<file path="config.mk">
export PLATFORM = sky130hd
export DESIGN_NAME = fetch_sched
export DESIGN_NICKNAME = d
export VERILOG_FILES = /design/src/rtl/cpu_pkg.sv /design/src/rtl/fetch_sched_rr_arbiter.sv /design/src/rtl/fetch_sched.sv
export SDC_FILE = /design/constraint.sdc
export NUM_CORES = 1
export LEC_CHECK = 0
export ABC_AREA = 0
export BUFFER_PORTS_ARGS = -buffer_cell sky130_fd_sc_hd__clkbuf_2
export CAP_MARGIN = 25
export CORE_ASPECT_RATIO = 1.75
export CORE_MARGIN = 2
export CORE_UTILIZATION = 33
export DETAILED_ROUTE_END_ITERATION = 16
export SYNTH_ARGS = -nofsm -noshare
export SYNTH_HDL_FRONTEND = slang
export SYNTH_SLANG_ARGS = --single-unit
</file>
<file path="constraint.sdc">
create_clock -name clk -period 3.3 [get_ports clk]
set_input_delay 0.66 -clock clk [delete_from_list [all_inputs] [get_ports clk]]
set_output_delay 0.66 -clock clk [all_outputs]
set_load 0.05 [all_outputs]
</file>
<file path="src/rtl/cpu_pkg.sv">
// Shared constants and types for the per-thread fetch scheduler.
package cpu_pkg;

   localparam int          NTHREADS = 4;
   localparam int          THREAD_W = 2;
   localparam int          PC_STEP  = 4;
   localparam logic [31:0] RESET_PC = 32'h0000_0000;

   // The fetch FSM either arbitrates (IDLE) or waits for a fetch ack (REQ).
   typedef enum logic {
      IDLE = 1'b0,
      REQ  = 1'b1
   } fetch_state_e;

   // Contents of the single-entry instruction buffer handed to decode.
   typedef struct packed {
      logic [31:0]         data;
      logic [31:0]         pc;
      logic [THREAD_W-1:0] thread;
   } ir_entry_t;

   // Sequential PC advance; wraps silently at 2^32.
   function automatic logic [31:0] next_pc(input logic [31:0] pc, input int step);
      return pc + 32'(step);
   endfunction

endpackage

</file>
<file path="src/rtl/fetch_sched_rr_arbiter.sv">
// Combinational round-robin arbiter: grants the first requester strictly
// after the last granted index, wrapping from NREQ-1 back to 0.
module rr_arbiter
   import cpu_pkg::*;
#(
   parameter int NREQ = NTHREADS
) (
   input  logic [NREQ-1:0]     req,
   input  logic [THREAD_W-1:0] last,
   output logic                grant_valid,
   output logic [THREAD_W-1:0] grant
);

   // Scan candidates last+1 .. last+NREQ and keep the first one requesting.
   always_comb begin
      logic [THREAD_W-1:0] cand;
      // NOTE: every output gets a value before any branch so no latch is inferred.
      grant_valid = 1'b0;
      grant       = '0;
      cand        = '0;
      for (int off = 1; off <= NREQ; off++) begin
         cand = THREAD_W'((int'(last) + off) % NREQ);
         if (!grant_valid && req[cand]) begin
            grant_valid = 1'b1;
            grant       = cand;
         end
      end
   end

endmodule

</file>
<file path="src/rtl/fetch_sched.sv">
// Per-thread PC file and fetch-request scheduler. Picks the next runnable
// thread round-robin, issues one fetch at a time, captures the returned word
// into a single-entry buffer for decode, and applies branch redirects
// (including squashing a fetch already in flight for the redirected thread).
module fetch_sched #(
   parameter int          NTHREADS = cpu_pkg::NTHREADS,
   parameter logic [31:0] RESET_PC = cpu_pkg::RESET_PC,
   parameter int          PC_STEP  = cpu_pkg::PC_STEP
) (
   input  logic                         clk,
   input  logic                         rst_n,
   input  logic [NTHREADS-1:0]          thread_en,
   output logic                         f_enable,
   output logic [31:0]                  f_addr,
   output logic [cpu_pkg::THREAD_W-1:0] f_thread,
   input  logic                         f_ack,
   input  logic [31:0]                  f_data,
   output logic                         ir_valid,
   output logic [31:0]                  ir_data,
   output logic [31:0]                  ir_pc,
   output logic [cpu_pkg::THREAD_W-1:0] ir_thread,
   input  logic                         ir_ready,
   input  logic                         br_valid,
   input  logic [cpu_pkg::THREAD_W-1:0] br_thread,
   input  logic [31:0]                  br_target
);

   import cpu_pkg::THREAD_W;
   import cpu_pkg::fetch_state_e;
   import cpu_pkg::IDLE;
   import cpu_pkg::REQ;
   import cpu_pkg::ir_entry_t;
   import cpu_pkg::next_pc;

   fetch_state_e        state, next_state;
   logic [31:0]         pc [NTHREADS];
   logic [THREAD_W-1:0] last_grant;
   logic                squash;
   ir_entry_t           ir_entry;

   logic                arb_valid;
   logic [THREAD_W-1:0] arb_idx;

   logic                buf_free;
   logic                issue;
   logic                ack_done;
   logic                deliver;
   logic [31:0]         issue_addr;

   rr_arbiter #(
      .NREQ (NTHREADS)
   ) u_arb (
      .req         (thread_en),
      .last        (last_grant),
      .grant_valid (arb_valid),
      .grant       (arb_idx)
   );

   assign f_enable  = (state == REQ);
   assign ir_data   = ir_entry.data;
   assign ir_pc     = ir_entry.pc;
   assign ir_thread = ir_entry.thread;

   // Next-state and per-cycle control: when to issue, when an ack ends a
   // request, and whether the acked word is kept or dropped.
   always_comb begin
      next_state = state;
      issue      = 1'b0;
      ack_done   = 1'b0;
      deliver    = 1'b0;
      // Decode consuming this cycle frees the buffer for this arbitration.
      buf_free   = !ir_valid || ir_ready;
      // A redirect landing on the thread being granted supplies the address
      // directly, so the new request never fetches the stale PC.
      issue_addr = (br_valid && br_thread == arb_idx) ? br_target : pc[arb_idx];
      case (state)
         IDLE: begin
            if (buf_free && arb_valid) begin
               issue      = 1'b1;
               next_state = REQ;
            end
         end
         REQ: begin
            if (f_ack) begin
               ack_done   = 1'b1;
               next_state = IDLE;
               // Drop the word if this thread was redirected earlier in the
               // request or is being redirected on the ack cycle itself.
               deliver    = !squash && !(br_valid && br_thread == f_thread);
            end
         end
         default: next_state = IDLE;
      endcase
   end

   // FSM state register.
   always_ff @(posedge clk or negedge rst_n) begin
      if (!rst_n) begin
         state <= IDLE;
      end else begin
         // NOTE: sequential state uses non-blocking assignment so every
         // register samples pre-edge values regardless of statement order.
         state <= next_state;
      end
   end

   // Outstanding request registers and round-robin pointer, loaded on issue
   // and held stable for the whole request.
   always_ff @(posedge clk or negedge rst_n) begin
      if (!rst_n) begin
         f_addr     <= '0;
         f_thread   <= '0;
         last_grant <= THREAD_W'(NTHREADS - 1);
      end else if (issue) begin
         f_addr     <= issue_addr;
         f_thread   <= arb_idx;
         last_grant <= arb_idx;
      end
   end

   // Squash flag: set when the in-flight request's thread is redirected,
   // cleared by the ack that ends that request.
   always_ff @(posedge clk or negedge rst_n) begin
      if (!rst_n) begin
         squash <= 1'b0;
      end else if (ack_done) begin
         squash <= 1'b0;
      end else if (state == REQ && br_valid && br_thread == f_thread) begin
         squash <= 1'b1;
      end
   end

   // Instruction buffer: load on a kept ack; empty on consumption or when
   // its thread is redirected.
   always_ff @(posedge clk or negedge rst_n) begin
      if (!rst_n) begin
         ir_valid <= 1'b0;
         ir_entry <= '0;
      end else if (deliver) begin
         ir_valid        <= 1'b1;
         ir_entry.data   <= f_data;
         ir_entry.pc     <= f_addr;
         ir_entry.thread <= f_thread;
      end else if (ir_valid && br_valid && br_thread == ir_entry.thread) begin
         ir_valid <= 1'b0;
      end else if (ir_valid && ir_ready) begin
         ir_valid <= 1'b0;
      end
   end

   // PC file: a redirect overrides the post-fetch increment for its thread.
   always_ff @(posedge clk or negedge rst_n) begin
      if (!rst_n) begin
         // NOTE: the PC array is reset because every thread must start at
         // RESET_PC; it is small enough to live in flops rather than RAM.
         for (int t = 0; t < NTHREADS; t++) begin
            pc[t] <= RESET_PC;
         end
      end else begin
         for (int t = 0; t < NTHREADS; t++) begin
            if (br_valid && br_thread == THREAD_W'(t)) begin
               pc[t] <= br_target;
            end else if (deliver && f_thread == THREAD_W'(t)) begin
               pc[t] <= next_pc(f_addr, PC_STEP);
            end
         end
      end
   end

endmodule

</file>
Word level (Yosys, flattened, before mapping) --
Index checks and enable logic that the tools add are counted. W data, S select, Z words.
Storage, ports and cells: bits of input ports 75, logic and storage cells 110, bits in registers 233, output and inout port bits 102
Operators by class: bitwise logic cells 2, reductions and logical operators 35, add/sub/neg operators 5, order comparisons 5, mux-type cells 41, equality and inequality tests 9
Operators with widths (count):
- $mux W32 | 11
- $bmux W32 S2 | 1
- $add A32 B3 Y32 const B | 1
- $logic_and A1 B1 Y1 | 20
- $mux W1 | 20
- $lt A2 B3 Y1 const B | 4
- $reduce_bool A2 Y1 | 5
- $bmux W1 S2 | 4
- $eq A2 B2 Y1 const B | 4
- $mux W2 | 4
- $eq A2 B2 Y1 | 3
- $logic_not A1 Y1 | 6
- $add A2 B1 Y2 const B | 2
- $add A2 B2 Y2 const B | 2
- $eq A2 B1 Y1 const B | 2
- $logic_not A2 Y1 | 2
- $ge A3 B3 Y1 const B | 1
- $not A2 Y3 | 1
- $reduce_bool A3 Y1 | 1
- $pmux W1 S2 | 1
- $logic_or A1 B1 Y1 | 1
- $not A1 Y1 | 1

Logic depth before layout (Yosys ltp) --
Gate-level depths: netlist of the first run.
depth after elaboration 18, gate-level depth with buffers 9, gate-level depth less buffers 6

Cells and area by module --
From an unflattened synthesis of the first run, not the netlist that was laid out.
Unflattened totals: cell total of the unflattened synthesis 936, area total of the unflattened synthesis 10928.0 um2
Modules (own cells, without submodules):
- fetch_sched | times used 1, area an instance 10836.6 um2, cells each 922, seq. area each 5833.1 um2
- rr_arbiter | times used 1, area an instance 91.3 um2, cells each 14, seq. area each 0.0 um2

Worst setup path after synthesis of the first run --
No wires, ideal clock.
path type flip-flop to flip-flop, start register f_addr[9], end register pc[122] in the netlist's numbering, arrival 2.313 ns, data required time 3.182 ns, path buffers 1, stages on the path, launching flop included 8, clock period less this slack 2.432 ns, library setup time 0.118 ns, path slack 0.868 ns, cell sequence dfrtp_1 > nand3_1 > or3_1 > clkbuf_1 > nor3_1 > nand3_1 > xnor2_1 > a21o_1
On the way: longest elaborated chain between the ends 3
Ends and longest elaborated chain:
- start: declaration | line fetch_sched.sv:14 | output logic [31:0] f_addr,
- start signal: assignment | line fetch_sched.sv:115 | f_addr <= issue_addr;
- $add A32 B3 Y32 | line cpu_pkg.sv:24 | return pc + 32'(step);
- $mux W32 | line fetch_sched.sv:163 | end else if (deliver && f_thread == THREAD_W'(t)) begin
- $mux W32 | line fetch_sched.sv:161 | if (br_valid && br_thread == THREAD_W'(t)) begin
- end signal: indexed assignment | line fetch_sched.sv:162 | pc[t] <= br_target;
- end signal: indexed assignment | line fetch_sched.sv:164 | pc[t] <= next_pc(f_addr, PC_STEP);
- end: declaration | line fetch_sched.sv:36 | logic [31:0] pc [NTHREADS];
No other way between the ends. The select of a mux whose other input is x is not followed. A chain may end at the register's enable or synchronous reset.

Worst setup path after layout of the first run --
start register f_addr[3], end register pc[122] in the netlist's numbering
Same word-level chain as after synthesis.

==> metrics, run 1 <==
Placed Cells incl. Taps 1656; post-detailed-routing wire length 37.41 mm; Fin Setup TNS 0 ns; endpoint required time on the critical path 3.78 ns; RD Place Congestion 0.8245; initial antenna violation count 3; proportion of layout cells with a drive suffix above 1 27.07%; global-route wire length before repair 57.66 mm; DRC violation count after routing 0; final count of hold timing violations 0; gate count of the mapped netlist 1075; row count 89; final cycle utilization of the critical path 79.35%; crit path capture type flop; cells taking the most area after synthesis sky130_fd_sc_hd__dfrtp_1 52%, sky130_fd_sc_hd__mux2_2 6.7%, sky130_fd_sc_hd__nand2_1 5.3%; clock sinks 233; count of TritonRoute iterations in the first routing pass 5; cts bufs inserted 24; most area-hungry cell type in the Yosys netlist sky130_fd_sc_hd__dfrtp_1; P per Cell Area 1150 nW/um^2; number of top-level design ports 177; flop-to-flop setup slack 0.68 ns; post-synth top area share 51.86%; vias in the first global route 9747; via/cell ratio 5.633; hold_ws 0.06632 ns; final std cell area, no fill 13440 um^2; number of unique standard cell types used by synthesis 49; worst hold-check path type primary input to asynchronous set/reset pin; sequential fraction of the synthesis area 52.33%; final core utilization 40.11%; maximum number of pins on one net before global-route repair 71; max-capacitance violation count 0; number of cells in the finished layout apart from fillers 1702; die width 142.9 um; insertion delay of the later-clocked pin in the worst-skew pair 0.54 ns; height of the die 247.1 um; critical path arrival 3.10 ns; met3 routing resource usage after global routing 2.885%; antenna viol nets, final 0; Crit path top cell by count sky130_fd_sc_hd__nand3_1; most heavily used metal layer in global routing met2; GR Layer Usage met1 23.99%; number of hold-repair buffers added at the cts stage 0; cell count of the worst reg-to-reg path 7; half-perimeter wire length after detailed placement 23.41 mm; DR WL/cell 21.98 um; drt initial violations 682; Slew @ Worst Pin 0.7558 ns; most common cell after layout, fill and taps aside sky130_fd_sc_hd__dfrtp_1; area of the placeable core 33520 um^2; post-synthesis instance area 11150 um^2; P&R area growth vs syn 20.61%; syn_nets 1151; Worst path slowest cell sky130_fd_sc_hd__dfrtp_1; total cell area at the placement stage 12660 um^2; Clock transition at path regs 0.06 ns; Worst Path Class, Setup flop to flop; Resized cells post-CTS 0; Critical Path, Cell by Cell ha_1 > nand3_1 > nor3_1 > buf_4 > nand3_1 > xnor2_1 > a21o_1; CTS tree built; number of nets in the layout 1303; count of buffers inserted at the top-level ports 176; end of the worst register-to-register path pc[122]$_DFFE_PN0P_; outcome completed; CP max FO 7; final period demand of the worst path 2.619 ns; setup violation total in the final timing report 0; crit start category flop; number of H-tree levels 1; flop and latch count out of synthesis 233; Total Routing Usage GR 21.15%; Max transition margin 49.61%; worst reg2reg path startpoint f_addr[3]$_DFFE_PN0P_; Worst path max stage delay 0.52 ns; final max-slew violation count 0; static leakage power 6.270 nW; Post-Route Skew 0.006124 ns; met2 usage in global routing 38.16%; Worst VDD drop 0.0006731 V; initial cell density of the core 33.25%; die area 35320 um^2; average cell area after synthesis 10.37 um^2; via count of the routed design 9588; GR Overflow Total 0; highest-count cells in the layout ignoring fill and taps 231 x sky130_fd_sc_hd__dfrtp_1, 175 x sky130_fd_sc_hd__clkbuf_2, 158 x sky130_fd_sc_hd__nand2_1, 69 x sky130_fd_sc_hd__a21oi_1, 67 x sky130_fd_sc_hd__a22oi_1; number of buffers on the longest clock path 3; highest clock frequency the design can meet 381.9 MHz; synthesis warning total 0; RSZ-0062 raised after global routing false; buffer type at the clock tree root sky130_fd_sc_hd__clkbuf_16; number of post-CTS setup repair buffers 0
routing by layer:
layer / vias to the layer above / part of all wire (%)
met3: 109 / 5.7
met5: - / 0.035
met4: 2 / 4.6
met1: 4845 / 37
met2: 374 / 53
li1: 4258 / -
cells in the mapped netlist (all sizes together):
| master | instances |
|---|---|
| a21boi | 2 |
| a21o | 25 |
| a21oi | 69 |
| a221o | 37 |
| a22o | 56 |
| a22oi | 67 |
| a2bb2oi | 1 |
| a311oi | 1 |
| a31oi | 32 |
| a41oi | 1 |
| and2 | 30 |
| and3 | 4 |
| and3b | 2 |
| and4 | 4 |
| buf | 21 |
| clkbuf | 64 |
| dfrtp | 231 |
| dfstp | 2 |
| ha | 1 |
| inv | 4 |
| mux2 | 66 |
| mux2i | 1 |
| nand2 | 158 |
| nand2b | 3 |
| nand3 | 15 |
| nand3b | 2 |
| nand4 | 3 |
| nor2 | 53 |
| nor2b | 2 |
| nor3 | 9 |
| nor3b | 2 |
| nor4 | 3 |
| o21ai | 31 |
| o21ba | 1 |
| o21bai | 1 |
| o22a | 1 |
| o2bb2ai | 1 |
| o31a | 1 |
| o31ai | 32 |
| or3 | 3 |
| or3b | 1 |
| xnor2 | 15 |
| xor2 | 17 |
worst max-delay path: cells and delay by family, from the launching register on:
family                     cells  cell delay [ns]
AOI/OAI and AO/OA              1             0.20
xor gates and xnor gates       1             0.40
adders and majority gates      1             0.39
buffers and inverters          1             0.21
DFF                            1             0.52
and+or+nand+nor                3             0.84
sequential cells by signal, summed over array words and instances, names as in the netlist:
signal      flops
pc            128
f_addr         32
ir_data        32
ir_pc          32
f_thread        2
ir_thread       2
last_grant      2
f_enable        1
ir_valid        1
squash          1
cell type report:
cell class / count / area, um^2
repair buffers: 211 / 1241
clock inverters: 9 / 63.81
clock buffers: 35 / 711.9
diodes: 2 / 5.005
flip-flops and latches: 233 / 5833
inverters: 4 / 15.01
well taps: 455 / 569.3
fillers: 3271 / 20080
multi-input cells: 753 / 5004
cells by family after synthesis:
logic type | count (synthesis) | synth area share [%]
AOI/OAI and AO/OA | 359 | 23.18
xor gates and xnor gates | 32 | 2.515
adders and majority gates | 1 | 0.1122
buffers and inverters | 89 | 3.188
DFF | 233 | 52.33
muxes | 67 | 6.758
and+or+nand+nor | 294 | 11.91
worst max-delay path by stage:
stage / slack (ns) / to / from
final: 0.68 / pc[122]$_DFFE_PN0P_ / f_addr[3]$_DFFE_PN0P_
after floorplan: 0.87 / pc[122]$_DFFE_PN0P_ / f_addr[9]$_DFFE_PN0P_
after detailed placement: 0.55 / ir_pc[20]$_DFFE_PN0P_ / br_thread[1]
after global routing: 0.52 / pc[125]$_DFFE_PN0P_ / f_addr[10]$_DFFE_PN0P_
after CTS: 0.70 / pc[122]$_DFFE_PN0P_ / f_addr[3]$_DFFE_PN0P_
after global placement: 0.61 / ir_pc[20]$_DFFE_PN0P_ / br_thread[1]
power breakdown:
| part | leakage, nW | switching (W) | internal, W |
|---|---|---|---|
| Sequential | 2.88 | 0.00109 | 0.00424 |
| Clock | 0.390 | 0.00121 | 0.00151 |
| Combinational | 3.00 | 0.00492 | 0.00249 |
| Total | 6.27 | 0.00722 | 0.00824 |
stage by stage:
step                setup WS [ns]  power, W
floorplan                  0.8684   0.01055
global placement           0.6135   0.01263
detailed placement         0.5462   0.01277
CTS                        0.7010   0.01556
global route               0.5241   0.01636
finish                     0.6815   0.01546
Note: power is estimated with default switching activity, not from simulation.
==> run 2: changes to the inputs <==
Clock period 3.3 ns to 2.5 ns, I/O delays scaled along.
==> metrics, run 2 (synthesis results as in run 1) <==
insertion delay of the later-clocked pin in the worst-skew pair 0.55 ns (about the same); initial antenna violation count 1 (-2); Post-Route Skew 0.02705 ns (+0.02092 ns); Worst path max stage delay 0.53 ns (about the same); final count of hold timing violations 0 (unchanged); via count of the routed design 9809 (+2.3%); number of H-tree levels 1 (unchanged); DR WL/cell 21.88 um (-0.47%); Worst Path Class, Setup flop to flop; buffer type at the clock tree root sky130_fd_sc_hd__clkbuf_16; P&R area growth vs syn 24.93%; metal3 WL 1.912 mm (-9.9%); number of buffers on the longest clock path 3 (unchanged); Slew @ Worst Pin 0.6051 ns (-0.1507 ns); setup violation total in the final timing report 0 (unchanged); Worst path slowest cell sky130_fd_sc_hd__or3_1; Total Routing Usage GR 21.38% (+0.23 points); highest-count cells in the layout ignoring fill and taps 231 x sky130_fd_sc_hd__dfrtp_1, 175 x sky130_fd_sc_hd__clkbuf_2, 158 x sky130_fd_sc_hd__nand2_1, 69 x sky130_fd_sc_hd__a21oi_1, 67 x sky130_fd_sc_hd__a22oi_1; RD Place Congestion 0.8348 (+1.2%); via/cell ratio 5.644 (+0.19%); post-detailed-routing wire length 38.02 mm (+1.6%); worst hold-check path type primary input to flop; cell count of the worst reg-to-reg path 7 (unchanged); launch point of the critical path f_addr[11]$_DFFE_PN0P_; global-route wire length before repair 58.02 mm (+0.62%); Critical path destination pc[88]$_DFFE_PN0P_; maximum number of pins on one net before global-route repair 69 (-2.8%); count of filler cells inserted in the layout 3251 (-0.61%); worst reg2reg path startpoint f_addr[11]$_DFFE_PN0P_; number of nets in the layout 1340 (+2.8%); final cycle utilization of the critical path 89.60% (+10 points); initial cell density of the core 33.25% (unchanged); stages on the worst setup path 7 (unchanged); flip-flop count of the largest register, all copies and words added 128 (unchanged); Max transition margin 59.37% (+9.8 points); count of TritonRoute iterations in the first routing pass 7 (+2); Worst VDD drop 0.0007888 V (+17%); highest clock frequency the design can meet 446.4 MHz (+17%); cts bufs inserted 24 (unchanged); Fin Setup TNS 0 ns (unchanged); vias in the first global route 9723 (-0.25%); row count 89 (unchanged); proportion of layout cells with a drive suffix above 1 29.17% (+2.1 points); count of buffers inserted at the top-level ports 176 (unchanged); clock sinks 233 (unchanged); number of cells in the finished layout apart from fillers 1738 (+2.1%); die width 142.9 um (unchanged); drt initial violations 952 (+40%); endpoint required time on the critical path 2.89 ns (-0.89 ns); combined flip-flop and latch cell area 5833 um^2 (unchanged); outcome completed; topmost layer with routed signal wires met4; half-perimeter wire length after detailed placement 24.20 mm (+3.4%); WL met1 14.64 mm (+6.5%); CTS tree built; crit start category flop; GR Overflow Total 0 (unchanged); critical path arrival 2.63 ns (-0.47 ns); Placed Cells incl. Taps 1692 (+2.2%); flop-to-flop setup slack 0.26 ns (-0.42 ns); Clock transition at path regs 0.07 ns (about the same); P per Cell Area 1515 nW/um^2 (+32%); critical path's top delay family simple AND/OR/NAND/NOR gates; most common cell after layout, fill and taps aside sky130_fd_sc_hd__dfrtp_1; RSZ-0062 raised after global routing false; buffering stage count on the worst path with inverters included 1 (unchanged); final period demand of the worst path 2.240 ns (-0.3785 ns); CP max FO 6 (-1); height of the die 247.1 um (unchanged); DRC violation count after routing 0 (unchanged); end of the worst register-to-register path pc[88]$_DFFE_PN0P_; area occupied by multi-input gates 5004 um^2 (unchanged); static leakage power 6.525 nW (+4.1%); crit path capture type flop; Resized cells post-CTS 0 (unchanged); die area 35320 um^2 (unchanged); max-capacitance violation count 0 (unchanged); final max-slew violation count 0 (unchanged); register name with the most flops pc; sum of met2 wire segment lengths after detailed routing 19.83 mm (+0.10%); number of top-level design ports 177 (unchanged); Critical Path, Cell by Cell nand3_1 > or3_1 > nor3_1 > buf_4 > nand4_1 > xor2_1 > o21ai_0; area of the placeable core 33520 um^2 (unchanged); antenna viol nets, final 0 (unchanged)
==> run 2: worst register-to-register path: cells and delay by family (launching register included) <==
family	cells	cell delay [ns]
flip-flops	1	0.37
AND/OR/NAND/NOR	4	1.08
AO/OA/AOI/OAI	1	0.15
buffers and inverters	1	0.20
XOR/XNOR	1	0.29
==> run 2: worst min-delay path by stage <==
| stage | startpoint | to | slack [ns] | depth (start not counted) |
|---|---|---|---|---|
| finish | f_ack | squash$_DFFE_PN0P_ | 0.16 | 2 |
| global route | f_ack | squash$_DFFE_PN0P_ | 0.14 | 2 |
| CTS | f_ack | squash$_DFFE_PN0P_ | 0.14 | 2 |
| detailed placement | pc[97]$_DFFE_PN0P_ | pc[97]$_DFFE_PN0P_ | 0.46 | 2 |
| global placement | pc[13]$_DFFE_PN0P_ | pc[13]$_DFFE_PN0P_ | 0.46 | 2 |
| floorplan | rst_n | f_addr[0]$_DFFE_PN0P_ | 0.20 | 0 |
==> run 2: timing repair <==
| item | in CTS | in global routing |
|---|---|---|
| hold buffers | 1 | 0 |
| hold endpoints to repair | 61 | 0 |
| setup buffers | 0 | 0 |
==> run 2: power by group <==
part           switching [W]  leakage, nW  internal (W)
logic                0.00681         3.23       0.00361
clock network        0.00162        0.407       0.00221
registers            0.00124         2.88       0.00560
==> run 2: final cells by class <==
cell class                      count  area share [%]
Clock inverter                     13           1.168
Inverter                            4          0.1078
Antenna cell                        1         0.01797
Sequential cell                   233           41.89
Tap cell                          455           4.088
Clock buffer                       31           4.789
Timing Repair Buffer              248           12.00
Multi-Input combinational cell    753           35.93
==> run 2: per-layer routing <==
metal  track usage, %  vias to the layer above
met5                0                        -
met4            10.60                        0
met3            2.363                      104
met2            37.59                      381
met1            25.67                     4997
li1                 -                     4327
==> run 2: per-stage QoR <==
step | cell area, um^2 | hold slack (ns) | total power, W | setup WS [ns] | utilization, %
5_1_grt | 13920 | 0.1383 | 0.02225 | 0.1004 | 41.54
2_1_floorplan | 11150 | 0.2044 | 0.01393 | 0.06843 | -
3_3_place_gp | 13080 | 0.4603 | 0.01709 | 0.1592 | 39.03
3_5_place_dp | 13080 | 0.4632 | 0.01729 | 0.1105 | 39.03
6_report | 13920 | 0.1615 | 0.02109 | 0.2599 | 41.54
4_1_cts | 13920 | 0.1351 | 0.02121 | 0.2592 | 41.54
